**config.mk**
```make
export PLATFORM = sky130hd
export DESIGN_NAME = logic_unit_arbiter
export DESIGN_NICKNAME = d
export VERILOG_FILES = /design/src/rtl/logic_unit_arbiter.sv
export SDC_FILE = /design/constraint.sdc
export NUM_CORES = 1
export LEC_CHECK = 0
export CORE_MARGIN = 10
export CORE_UTILIZATION = 50
export CTS_BUF_LIST = sky130_fd_sc_hd__clkbuf_4 sky130_fd_sc_hd__clkbuf_8
export DETAILED_ROUTE_END_ITERATION = 6
export GPL_TIMING_DRIVEN = 0
export PLACE_DENSITY = 0.88
export SLEW_MARGIN = 40
export SYNTH_ARGS = -nofsm -noshare
export SYNTH_HDL_FRONTEND = slang
export SYNTH_SLANG_ARGS = --single-unit
```
**constraint.sdc**
```tcl
create_clock -name clk -period 2.23 [get_ports clk]
set_input_delay 0.446 -clock clk [delete_from_list [all_inputs] [get_ports clk]]
set_output_delay 0.446 -clock clk [all_outputs]
set_load 0.1 [all_outputs]
```
**src/rtl/logic_unit_arbiter.sv**
```systemverilog
// logic_unit_arbiter
// Shares one bitwise logic unit (AND/OR/XOR/NOR) between two requesters.
// Requesters are arbitrated round-robin. The winner's op and operands are
// latched in IDLE and evaluated in EXEC. The tagged result is then held in
// RESP until the consumer accepts it.
module logic_unit_arbiter #(
  parameter int WIDTH = 32,
  parameter int CNTW  = 16
) (
  input  logic             clk,
  input  logic             rst_n,
  input  logic             req0_valid,
  output logic             req0_ready,
  input  logic [1:0]       req0_op,
  input  logic [WIDTH-1:0] req0_a,
  input  logic [WIDTH-1:0] req0_b,
  input  logic             req1_valid,
  output logic             req1_ready,
  input  logic [1:0]       req1_op,
  input  logic [WIDTH-1:0] req1_a,
  input  logic [WIDTH-1:0] req1_b,
  output logic             rsp_valid,
  input  logic             rsp_ready,
  output logic             rsp_id,
  output logic [WIDTH-1:0] rsp_data,
  output logic [CNTW-1:0]  grant_cnt0,
  output logic [CNTW-1:0]  grant_cnt1,
  output logic             busy
);

  typedef enum logic [1:0] {
    ST_IDLE = 2'd0,
    ST_EXEC = 2'd1,
    ST_RESP = 2'd2
  } state_e;

  localparam logic [1:0] OP_AND = 2'b00;
  localparam logic [1:0] OP_OR  = 2'b01;
  localparam logic [1:0] OP_XOR = 2'b10;

  // Shared bitwise logic unit; NOR covers the full operand width.
  function automatic logic [WIDTH-1:0] lu_compute(input logic [1:0]       op,
                                                  input logic [WIDTH-1:0] a,
                                                  input logic [WIDTH-1:0] b);
    logic [WIDTH-1:0] r;
    case (op)
      OP_AND:  r = a & b;
      OP_OR:   r = a | b;
      OP_XOR:  r = a ^ b;
      default: r = ~(a | b);
    endcase
    return r;
  endfunction

  // Saturating increment: a full counter stays at all-ones instead of wrapping.
  function automatic logic [CNTW-1:0] sat_inc(input logic [CNTW-1:0] c);
    logic [CNTW-1:0] r;
    if (c == {CNTW{1'b1}}) begin
      r = c;
    end else begin
      r = c + {{(CNTW-1){1'b0}}, 1'b1};
    end
    return r;
  endfunction

  state_e           state_q,     state_d;
  logic             rr_ptr_q,    rr_ptr_d;
  logic [1:0]       op_q,        op_d;
  logic [WIDTH-1:0] a_q,         a_d;
  logic [WIDTH-1:0] b_q,         b_d;
  logic             id_q,        id_d;
  logic             rsp_valid_q, rsp_valid_d;
  logic             rsp_id_q,    rsp_id_d;
  logic [WIDTH-1:0] rsp_data_q,  rsp_data_d;
  logic [CNTW-1:0]  cnt0_q,      cnt0_d;
  logic [CNTW-1:0]  cnt1_q,      cnt1_d;
  logic             busy_q,      busy_d;

  logic             grant_valid_s;
  logic             grant_id_s;
  logic [1:0]       sel_op_s;
  logic [WIDTH-1:0] sel_a_s;
  logic [WIDTH-1:0] sel_b_s;
  logic [WIDTH-1:0] lu_result_s;

  // Round-robin grant: only in IDLE, and rr_ptr breaks a tie.
  always_comb begin
    grant_valid_s = 1'b0;
    grant_id_s    = 1'b0;
    if (state_q == ST_IDLE) begin
      if (req0_valid && req1_valid) begin
        grant_valid_s = 1'b1;
        grant_id_s    = rr_ptr_q;
      end else if (req0_valid) begin
        grant_valid_s = 1'b1;
        grant_id_s    = 1'b0;
      end else if (req1_valid) begin
        grant_valid_s = 1'b1;
        grant_id_s    = 1'b1;
      end else begin
        grant_valid_s = 1'b0;
        grant_id_s    = 1'b0;
      end
    end else begin
      grant_valid_s = 1'b0;
      grant_id_s    = 1'b0;
    end
  end

  assign req0_ready = grant_valid_s & ~grant_id_s;
  assign req1_ready = grant_valid_s &  grant_id_s;

  // Operand mux: forward the granted requester's op and operands to the latches.
  always_comb begin
    sel_op_s = 2'b00;
    sel_a_s  = '0;
    sel_b_s  = '0;
    if (grant_id_s) begin
      sel_op_s = req1_op;
      sel_a_s  = req1_a;
      sel_b_s  = req1_b;
    end else begin
      sel_op_s = req0_op;
      sel_a_s  = req0_a;
      sel_b_s  = req0_b;
    end
  end

  assign lu_result_s = lu_compute(op_q, a_q, b_q);

  // Next-state logic for the IDLE -> EXEC -> RESP sequence.
  always_comb begin
    state_d     = state_q;
    rr_ptr_d    = rr_ptr_q;
    op_d        = op_q;
    a_d         = a_q;
    b_d         = b_q;
    id_d        = id_q;
    rsp_valid_d = rsp_valid_q;
    rsp_id_d    = rsp_id_q;
    rsp_data_d  = rsp_data_q;
    cnt0_d      = cnt0_q;
    cnt1_d      = cnt1_q;
    case (state_q)
      ST_IDLE: begin
        if (grant_valid_s) begin
          state_d = ST_EXEC;
          op_d    = sel_op_s;
          a_d     = sel_a_s;
          b_d     = sel_b_s;
          id_d    = grant_id_s;
          if (grant_id_s) begin
            cnt1_d = sat_inc(cnt1_q);
          end else begin
            cnt0_d = sat_inc(cnt0_q);
          end
        end else begin
          state_d = ST_IDLE;
        end
      end
      ST_EXEC: begin
        state_d     = ST_RESP;
        rsp_data_d  = lu_result_s;
        rsp_id_d    = id_q;
        rsp_valid_d = 1'b1;
      end
      ST_RESP: begin
        if (rsp_ready) begin
          // Hand priority to the requester that was not just served.
          state_d     = ST_IDLE;
          rsp_valid_d = 1'b0;
          rr_ptr_d    = ~rsp_id_q;
        end else begin
          state_d = ST_RESP;
        end
      end
      default: begin
        state_d     = ST_IDLE;
        rsp_valid_d = 1'b0;
      end
    endcase
    busy_d = (state_d != ST_IDLE);
  end

  // State and output registers; reset drops any in-flight transaction.
  always_ff @(posedge clk or negedge rst_n) begin
    if (!rst_n) begin
      state_q     <= ST_IDLE;
      rr_ptr_q    <= 1'b0;
      op_q        <= 2'b00;
      a_q         <= '0;
      b_q         <= '0;
      id_q        <= 1'b0;
      rsp_valid_q <= 1'b0;
      rsp_id_q    <= 1'b0;
      rsp_data_q  <= '0;
      cnt0_q      <= '0;
      cnt1_q      <= '0;
      busy_q      <= 1'b0;
    end else begin
      state_q     <= state_d;
      rr_ptr_q    <= rr_ptr_d;
      op_q        <= op_d;
      a_q         <= a_d;
      b_q         <= b_d;
      id_q        <= id_d;
      rsp_valid_q <= rsp_valid_d;
      rsp_id_q    <= rsp_id_d;
      rsp_data_q  <= rsp_data_d;
      cnt0_q      <= cnt0_d;
      cnt1_q      <= cnt1_d;
      busy_q      <= busy_d;
    end
  end

  assign rsp_valid  = rsp_valid_q;
  assign rsp_id     = rsp_id_q;
  assign rsp_data   = rsp_data_q;
  assign grant_cnt0 = cnt0_q;
  assign grant_cnt1 = cnt1_q;
  assign busy       = busy_q;

endmodule

```
==> results.yml, run 1 <==
sta:
  hold_viol: 0
  slew_viol_final: 0
  fin_ws_ns: 0.0868
  period_needed_ns: 2.14
  setup_viol: 0
  hold_ws_ns: 0.477
  min_period_over_period: 0.961
  rsz0062_at_grt: "no"
  skew_ns: 0.0132
  max-slew-margin-rel: 0.583
  worst_slew_pin_slew_ns: 0.626
  fmax_mhz: 467
yosys:
  synthTopCellsByArea: "dfrtp_1, ha_1, a222oi_1"
  yosysTopAreaCellShare: 0.451
  ys_types: 46
  async_flop_share: 1.00
  syn_nets: 960
  ys_warn_count: 0
  syn_inst: 757
  syn_area_um2: 7600
  synth-main-ff-cell: "dfrtp_1"
  syn_avg_cell_area_um2: 10.0
  synth_edf_count: 0
  synth_largest_area_cell: "dfrtp_1"
  synth-seq-area-share: 0.451
  ys_ff_latch: 137
floorplanning:
  num_rows: 45
  dieArea_um2: 20500
  start_util: 0.506
  die_h_um: 143
  core_um2: 15000
  io_pins: 206
  dieWidth_um: 143
final_layout:
  antennaDiodeCount: 0
  drive_gt1_frac: 0.151
  layoutNonFillerInstCount: 1186
  nNetsFinal: 1188
  area_delta_synth_final_pct: 33.3
  finalCoreUtilization: 0.674
  fillers: 1140
job:
  timing.max_cap.violations: 0
placement:
  place_ws_ns: -0.589
  io_buffer_count: 205
  gp_congestion: 0.827
  place_hpwl_mm: 17.0
  dp_cells: 1151
clock_network:
  htreeDepth: 4
  clock_tree.root_cell: "clkbuf_8"
  cts.path.max_buffers: 2
  cts_made_buffers: 17
  clk_latency_ns: 0.45
  cts_tree: "yes"
  clk_pin_slew_ns: 0.08
  clkSinkCount: 137
setup_path:
  crit_start: "req1_valid"
  critPathLaunchType: "primary input"
  worstPathMaxFanout: 15
  worstPathRequired_ns: 1.78
  cp.arrival_ns: 1.70
  reg2reg_from: "state_q[0]"
  crit_type: "primary input to primary output"
  end_kind: "primary output"
power_and_ir_drop:
  cellLeakagePower_uw: 0.00505
  irDropWorstVdd_uv: 1900
  pwr-share-clk: 0.147
  p_sw_frac: 0.503
  p_comb_frac: 0.574
  power.total_uw: 15400
  power_frac_seq: 0.279
  power_switching_uw: 7770
  p_int_uw: 7660
  p_per_area_nw_per_um2: 1520
run_status:
  violations: "DRC"
  status: "finished with violations"
routing:
  drc: 2
  wire_per_inst_um: 18.8
  dr_total_vias: 6561
  drt_first_iter_violations: 550
  routed_wl_mm: 22.3
  vias_per_cell: 5.53
  ant_nets: 0
  drt_pass1_iterations: 7
global_route:
  grt_pass1_vias: 6690
  grt_max_degree: 74
  grt_use_total: 0.216
  grt_overflow: 0
  grt_antenna_before_repair: 0
  grt_pass1_wl_mm: 34.9
min_path:
  hp-start: "grant_cnt1[12]"
  hold_class: "register to register"
==> worst paths after layout <==
kind | endpoint | slack (ns) | depth (start not counted)
setup / recovery | req0_ready | 0.09 | 5
min in group asynchronous | grant_cnt1[11] | 0.51 | 2
max in group asynchronous | a_q[24] | 0.96 | 3
setup reg to reg | op_q[0] | 0.26 | 6
hold reg to reg | grant_cnt1[12] | 0.48 | 1
hold / removal | grant_cnt1[12] | 0.48 | 1
==> synth_stat cells, types with 2 or more instances <==
library cell and count:
inv_1 130, o21ai_0 35, nor4b_1 2, a31oi_1 4, a21oi_1 34, o21a_1 2, inv_2 2, nor3_1 5
clkbuf_1 29, nand2b_1 5, mux2i_1 33, and4_1 4, nand2_1 47, ha_1 66, nand4_1 7, xnor2_1 38
nor2_1 40, nand3_1 11, dfrtp_1 137, xor2_1 16, a41oi_1 2, and3_1 3, mux2_2 4, a222oi_1 66
buf_2 13, or2_1 2
==> routing by layer <==
layer  GRT usage  share of wire  up-vias
met5           0              0        -
met4      0.0860          0.023        0
met3      0.0759          0.093       31
met2       0.361           0.49      238
met1       0.249           0.39     3202
li1            -              -     3090
==> final cells by class <==
class                      count  area [um2]  share of cell area
multi-input combinational    445        3510               0.347
sequential                   137        3450               0.340
timing repair buffer         211        1800               0.178
inverter                     132         500              0.0494
clock buffer                  23         310              0.0306
tap                          188         235              0.0232
buffer                        41         184              0.0182
clock inverter                 9         138              0.0136
==> cells in the final DEF (no fill, tap or decap), drive strengths merged, types with 3 or more instances in the layout <==
master and instances:
clkdlybuf4s50 135, bufinv 3, o21ai 36, dfrtp 137, nand2 47, buf 88, and3 4, clkinv 6
inv 131, mux2 5, nor3 5, a222oi 66, and4 4, a31oi 4, xnor2 38, nand2b 5
mux2i 33, nor2 42, clkbuf 51, ha 66, xor2 16, nand3 11, a21oi 34, nand4 8
==> sequential cells by signal, indices dropped and copies added, names as in the netlist <==
signal and count:
rsp_valid 1, state_q 2, op_q 2, rsp_id 1, grant_cnt0 16, grant_cnt1 16
busy 1, rr_ptr_q 1, a_q 32, id_q 1, b_q 32, rsp_data 32
==> power groups by stage <==
stage / clock network (uW) / logic [uW] / registers [uW]
2_1_floorplan: 0 / 4350 / 6650
3_3_place_gp: 0 / 8810 / 4290
3_5_place_dp: 0 / 8770 / 4340
4_1_cts: 2300 / 8930 / 4300
5_1_grt: 2420 / 9680 / 4430
6_report: 2260 / 8860 / 4300
==> metrics by stage <==
step / setup TNS, ns / instance area, um2
detailed placement: -11.72 / 9590
global route: 0 / 10100
floorplan: 0 / 7620
global placement: -678.13 / 9910
CTS: 0 / 10100
finish: 0 / 10100
==> logic make-up (layout without fill, tap and decap cells) <==
| family | after synthesis | in the layout | synth area share |
|---|---|---|---|
| simple gates | 136 | 136 | 0.0854 |
| xor+xnor | 54 | 54 | 0.0622 |
| mux | 38 | 38 | 0.0514 |
| flops | 137 | 137 | 0.451 |
| fa+ha+maj | 66 | 66 | 0.109 |
| buf+inv | 175 | 416 | 0.0886 |
| compound gates | 151 | 151 | 0.153 |
==> repair_timing <==
action,in CTS,in global routing
hold endpoints to repair,64,0
buffers inserted,2,2
pin swaps,0,2
gates resized for setup,20,2
hold buffers,1,0
setup endpoints to repair,2,2
==> worst max-delay path, stage by stage <==
cell	delay, ns
clkdlybuf4s50_1	0.56
nand2_1	0.09
nand3_2	0.19
clkinv_4	0.18
buf_6	0.23
(Power assumes the default switching activity.)
==> inputs of run 2 (changes only) <==
--- a/config.mk
+++ b/config.mk
@@ -10,7 +10,7 @@
 export CTS_BUF_LIST = sky130_fd_sc_hd__clkbuf_4 sky130_fd_sc_hd__clkbuf_8
 export DETAILED_ROUTE_END_ITERATION = 6
 export GPL_TIMING_DRIVEN = 0
-export PLACE_DENSITY = 0.88
+export PLACE_DENSITY_LB_ADDON = 0.15
 export SLEW_MARGIN = 40
 export SYNTH_ARGS = -nofsm -noshare
 export SYNTH_HDL_FRONTEND = slang
==> run 2 against run 1 <==
  * The flow now finishes without violations
  * Global-route usage is 0.18 points lower
  * Clock power is 3% higher
  * Register-to-register slack better by 0.03 ns
  * Worst setup slack worse by 0.054 ns
  * Die area stayed put
  * Cell count hardly changed
  * Utilization is 0.23 points higher
  * Critical path depth stayed put
  * Worst hold slack worse by 0.013 ns
  * Highest routed layer unchanged
  * Final area is 0.35% higher
  * First-iteration DRC count is 5.6% lower
  * Non-clock buffer count is 1 lower
  * Critical endpoint is now req1_ready
==> results.yml, run 2 (same netlist as run 1, synthesis figures left out) <==
run_status:
  status: "completed"
sta:
  min_period_over_period: 0.985
  setup_tns_ns: 0
  worst_slew_pin_slew_ns: 0.602
  fin_ws_ns: 0.0332
  rsz0062_at_grt: "yes"
  period_needed_ns: 2.20
  slew_viol_final: 0
  max-slew-margin-rel: 0.599
  hold_viol: 0
  fmax_mhz: 455
  skew_ns: 0.0198
  setup_viol: 0
clock_network:
  htreeDepth: 4
  clkSinkCount: 137
  cts_made_buffers: 17
  cts_tree: "yes"
  clk_pin_slew_ns: 0.08
  clk_latency_ns: 0.46
  cts.path.max_buffers: 2
  clock_tree.root_cell: "clkbuf_8"
setup_path:
  reg2reg_from: "state_q[1]"
  crit_buf_inv: 3
  reg2reg_to: "rsp_data[16]"
  worst_path_max_delay_cell: "clkdlybuf4s50_1"
  end_kind: "primary output"
  critPathCapture: "req1_ready"
  worstPathMaxFanout: 19
  cp.arrival_ns: 1.75
  critPathLaunchType: "primary input"
  cp_cell_sequence: "clkdlybuf4s50_1, nand2b_1, and3_2, buf_12, buf_12"
  path_delay_family: "buffers and inverters"
  rr_worst_depth: 6
  crit_top_cell: "buf_12"
  crit_start: "req0_valid"
  worstPathRequired_ns: 1.78
  crit_type: "primary input to primary output"
  cpPeakStageDelay_ns: 0.56
  rrSetupSlack_ns: 0.29
  path_depth: 5
floorplanning:
  io_pins: 206
  num_rows: 45
  dieWidth_um: 143
  start_util: 0.506
  core_um2: 15000
  dieArea_um2: 20500
  die_h_um: 143
routing:
  drc: 0
  drt_first_iter_violations: 519
  drt_pass1_iterations: 6
  wire_per_inst_um: 18.3
  ant_nets: 0
  vias_per_cell: 5.46
  routed_wl_mm: 21.7
  dr_total_vias: 6465
final_layout:
  fillers: 1221
  finalCoreUtilization: 0.676
  nNetsFinal: 1187
  regArea_um2: 3450
  multi_input_area_um2: 3520
  area_delta_synth_final_pct: 33.7
  layoutNonFillerInstCount: 1185
  antennaDiodeCount: 0
  final_common_cell: "clkdlybuf4s50_1"
  final_cell_mix: "clkdlybuf4s50_1, inv_1, dfrtp_1"
  drive_gt1_frac: 0.151
global_route:
  grt_overflow: 0
  grt_max_degree: 52
  grt_antenna_before_repair: 0
  grt_pass1_vias: 6589
  grt_use_total: 0.215
  grt_pass1_wl_mm: 34.5
job:
  timing.max_cap.violations: 0
power_and_ir_drop:
  p_sw_frac: 0.505
  p_int_uw: 7650
  power_frac_seq: 0.278
  p_comb_frac: 0.572
  irDropWorstVdd_uv: 1270
  p_per_area_nw_per_um2: 1520
  power_switching_uw: 7800
  power.total_uw: 15400
  cellLeakagePower_uw: 0.00506
  pwr-share-clk: 0.150
placement:
  gp_congestion: 0.822
  place_ws_ns: -0.609
  place_hpwl_mm: 16.6
  dp_cells: 1152
  io_buffer_count: 205
min_path:
  hold_class: "primary input to async pin"
-- run 2: cell count changes in the layout (fill, tap and decap cells not counted), moves of 3 or more --
cell / previous run / this run
inv_6: 0 / 7
clkbuf_8: 22 / 18
buf_4: 4 / 1
clkinv_4: 5 / 2
-- run 2: worst register-to-register path, cell delays in order (launching register included) --
cell      delay [ns]
dfrtp_2         0.43
buf_4           0.13
nand2b_1        0.19
clkbuf_1        0.42
clkbuf_1        0.48
nand2_1         0.12
o21ai_0         0.09
-- run 2: worst min path at each step --
stage	startpoint	to	slack (ns)	cells past startpoint
3_3_place_gp	id_q	id_q	0.46	1
5_1_grt	rst_n	b_q[27]	0.46	2
6_report	rst_n	a_q[27]	0.46	2
2_1_floorplan	rst_n	a_q[0]	0.15	0
4_1_cts	rst_n	b_q[27]	0.45	2
3_5_place_dp	rst_n	a_q[25]	0.35	1
-- run 2: power by group through the flow --
| stage | clock network, uW | registers, uW | logic (uW) |
|---|---|---|---|
| CTS | 2360 | 4290 | 8900 |
| global placement | 0 | 4310 | 8890 |
| floorplan | 0 | 6650 | 4350 |
| global route | 2470 | 4440 | 9730 |
| finish | 2320 | 4300 | 8830 |
| detailed placement | 0 | 4330 | 8770 |
-- run 2: final cells by class --
type | count | area share
Clock buffer | 18 | 0.0238
Timing Repair Buffer | 209 | 0.178
Clock inverter | 14 | 0.0206
Buffer | 42 | 0.0196
Sequential cell | 137 | 0.339
Inverter | 132 | 0.0492
Tap cell | 188 | 0.0231
Multi-Input combinational cell | 445 | 0.346
-- run 2: stage by stage --
stage / instance area [um2] / hold slack (ns)
floorplan: 7620 / 0.150
global placement: 9910 / 0.458
detailed placement: 9620 / 0.351
CTS: 10200 / 0.452
global route: 10200 / 0.462
finish: 10200 / 0.464
-- run 2: what timing repair did --
item,CTS,global route
pin swaps,0,0
gates resized for setup,21,3
setup endpoints to repair,2,3
setup buffers,0,1
hold buffers,1,0
endpoints found under the hold margin,38,0
-- run 2: metal layers --
metal  wire length, um  up-vias  GRT usage
met5                 0        -          0
met4               357        0     0.0564
met3              2070       26     0.0835
met2             10000      228      0.340
met1              9260     3119      0.269
li1                  -     3092          -
==> inputs of run 3 (changes only) <==
--- a/config.mk
+++ b/config.mk
@@ -9,7 +9,6 @@
 export CORE_UTILIZATION = 50
 export CTS_BUF_LIST = sky130_fd_sc_hd__clkbuf_4 sky130_fd_sc_hd__clkbuf_8
 export DETAILED_ROUTE_END_ITERATION = 6
-export GPL_TIMING_DRIVEN = 0
 export PLACE_DENSITY_LB_ADDON = 0.15
 export SLEW_MARGIN = 40
 export SYNTH_ARGS = -nofsm -noshare
==> run 3 against run 2 <==
  * The flow now finishes with violations (DRC)
  * Fmax grew 5.3%
  * Clock skew shrank 0.0064 ns
  * Cell count shrank 1.9%
  * Critical path type is now register to primary output
  * Largest power group unchanged
  * Highest routed layer is now met5
==> results.yml, run 3 (same netlist as run 1, synthesis figures left out) <==
clock_network:
  clk_pin_slew_ns: 0.08
  clkSinkCount: 137
  htreeDepth: 4
  cts.path.max_buffers: 2
  cts_setup_buffers: 0
  clock_tree.root_cell: "clkbuf_8"
  clk_latency_ns: 0.45
  cts_made_buffers: 17
  cts_tree: "yes"
sta:
  fmax_mhz: 479
  rsz0062_at_grt: "no"
  setup_tns_ns: 0
  setup_viol: 0
  slew_viol_final: 0
  min_period_over_period: 0.935
  max-slew-margin-rel: 0.570
  period_needed_ns: 2.09
  skew_ns: 0.0134
  hold_viol: 0
  worst_slew_pin_slew_ns: 0.645
placement:
  io_buffer_count: 205
  place_hpwl_mm: 15.3
  gp_congestion: 0.894
setup_path:
  reg2reg_from: "grant_cnt0[0]"
  rr_worst_depth: 6
  end_kind: "primary output"
  worstPathRequired_ns: 1.78
  crit_start: "state_q[1]"
  worstPathMaxFanout: 6
  critPathLaunchType: "register"
  reg2reg_to: "grant_cnt0[14]"
  cp.arrival_ns: 1.64
  rrSetupSlack_ns: 0.36
  crit_type: "register to primary output"
  critPathCapture: "req0_ready"
global_route:
  grt_antenna_before_repair: 1
  grt_max_degree: 65
  grt_overflow: 0
  grt_pass1_vias: 6715
  grt_use_total: 0.202
  grt_pass1_wl_mm: 33.1
floorplanning:
  core_um2: 15000
  dieArea_um2: 20500
  io_pins: 206
  start_util: 0.506
  dieWidth_um: 143
  die_h_um: 143
  num_rows: 45
min_path:
  hp-start: "id_q"
  whs_path_depth: 1
  hold_class: "register to register"
routing:
  drt_first_iter_violations: 484
  routed_wl_mm: 20.7
  drc: 2
  wire_per_inst_um: 17.8
  dr_total_vias: 6406
  vias_per_cell: 5.51
  ant_nets: 0
  drt_pass1_iterations: 7
run_status:
  status: "finished with violations"
  violations: "DRC"
power_and_ir_drop:
  irDropWorstVdd_uv: 1370
  p_per_area_nw_per_um2: 1510
  cellLeakagePower_uw: 0.00508
final_layout:
  area_delta_synth_final_pct: 35.6
  finalCoreUtilization: 0.686
  antennaDiodeCount: 0
  final_cell_mix: "clkdlybuf4s50_1, inv_1, dfrtp_1"
  drive_gt1_frac: 0.160
  nNetsFinal: 1164
  final_common_cell: "clkdlybuf4s50_1"
job:
  timing.max_cap.violations: 0
-- run 3: what timing repair did --
item                                    4_1_cts  5_1_grt
endpoints found under the setup margin        0        2
resized for setup                             0        2
hold buffers                                  1        0
endpoints found under the hold margin        51        0
-- run 3: report_power, final --
group	internal, uW	switching, uW	total [uW]
registers	3500	991	4490
logic	3180	5670	8850
clock network	1160	1030	2190
total	7830	7700	15500
-- run 3: stage by stage --
stage                     setup WS, ns  power [uW]  hold WS [ns]  area (um2)  instances
after floorplan               0.000905       11000         0.150        7620        757
after global placement        -0.00929       13000         0.438        9860       1129
after detailed placement       -0.0323       13400         0.442        9860       1129
after CTS                       0.0283       15600         0.488       10300       1162
after global routing            0.0544       16700         0.505       10300       1162
final                            0.144       15500         0.483       10300       1162
-- run 3: metal layers --
metal	vias to the layer above	part of all wire	GRT usage	wire length, um
met5	-	0.00063	0	13
met4	2	0.015	0.0715	318
met3	24	0.086	0.0752	1770
met2	206	0.48	0.328	10000
met1	3123	0.41	0.241	8560
li1	3051	-	-	-
-- run 3: cell type report --
class	count	area [um2]
sequential	137	3450
clock buffer	19	255
tap	188	235
multi-input combinational	445	3520
fill	1181	4730
clock inverter	13	169
timing repair buffer	228	2180
inverter	132	495
-- run 3: how the worst min path moves through the flow --
stage | endpoint | slack, ns
after global placement | rsp_data[27] | 0.44
after global routing | id_q | 0.50
after CTS | id_q | 0.49
after detailed placement | rsp_data[27] | 0.44
final | id_q | 0.48
after floorplan | a_q[0] | 0.15
-- run 3: critical path, stage by stage (launching register included) --
cell	delay, ns
dfrtp_1	0.47
nor2_4	0.18
nand3_1	0.15
inv_2	0.19
buf_12	0.20
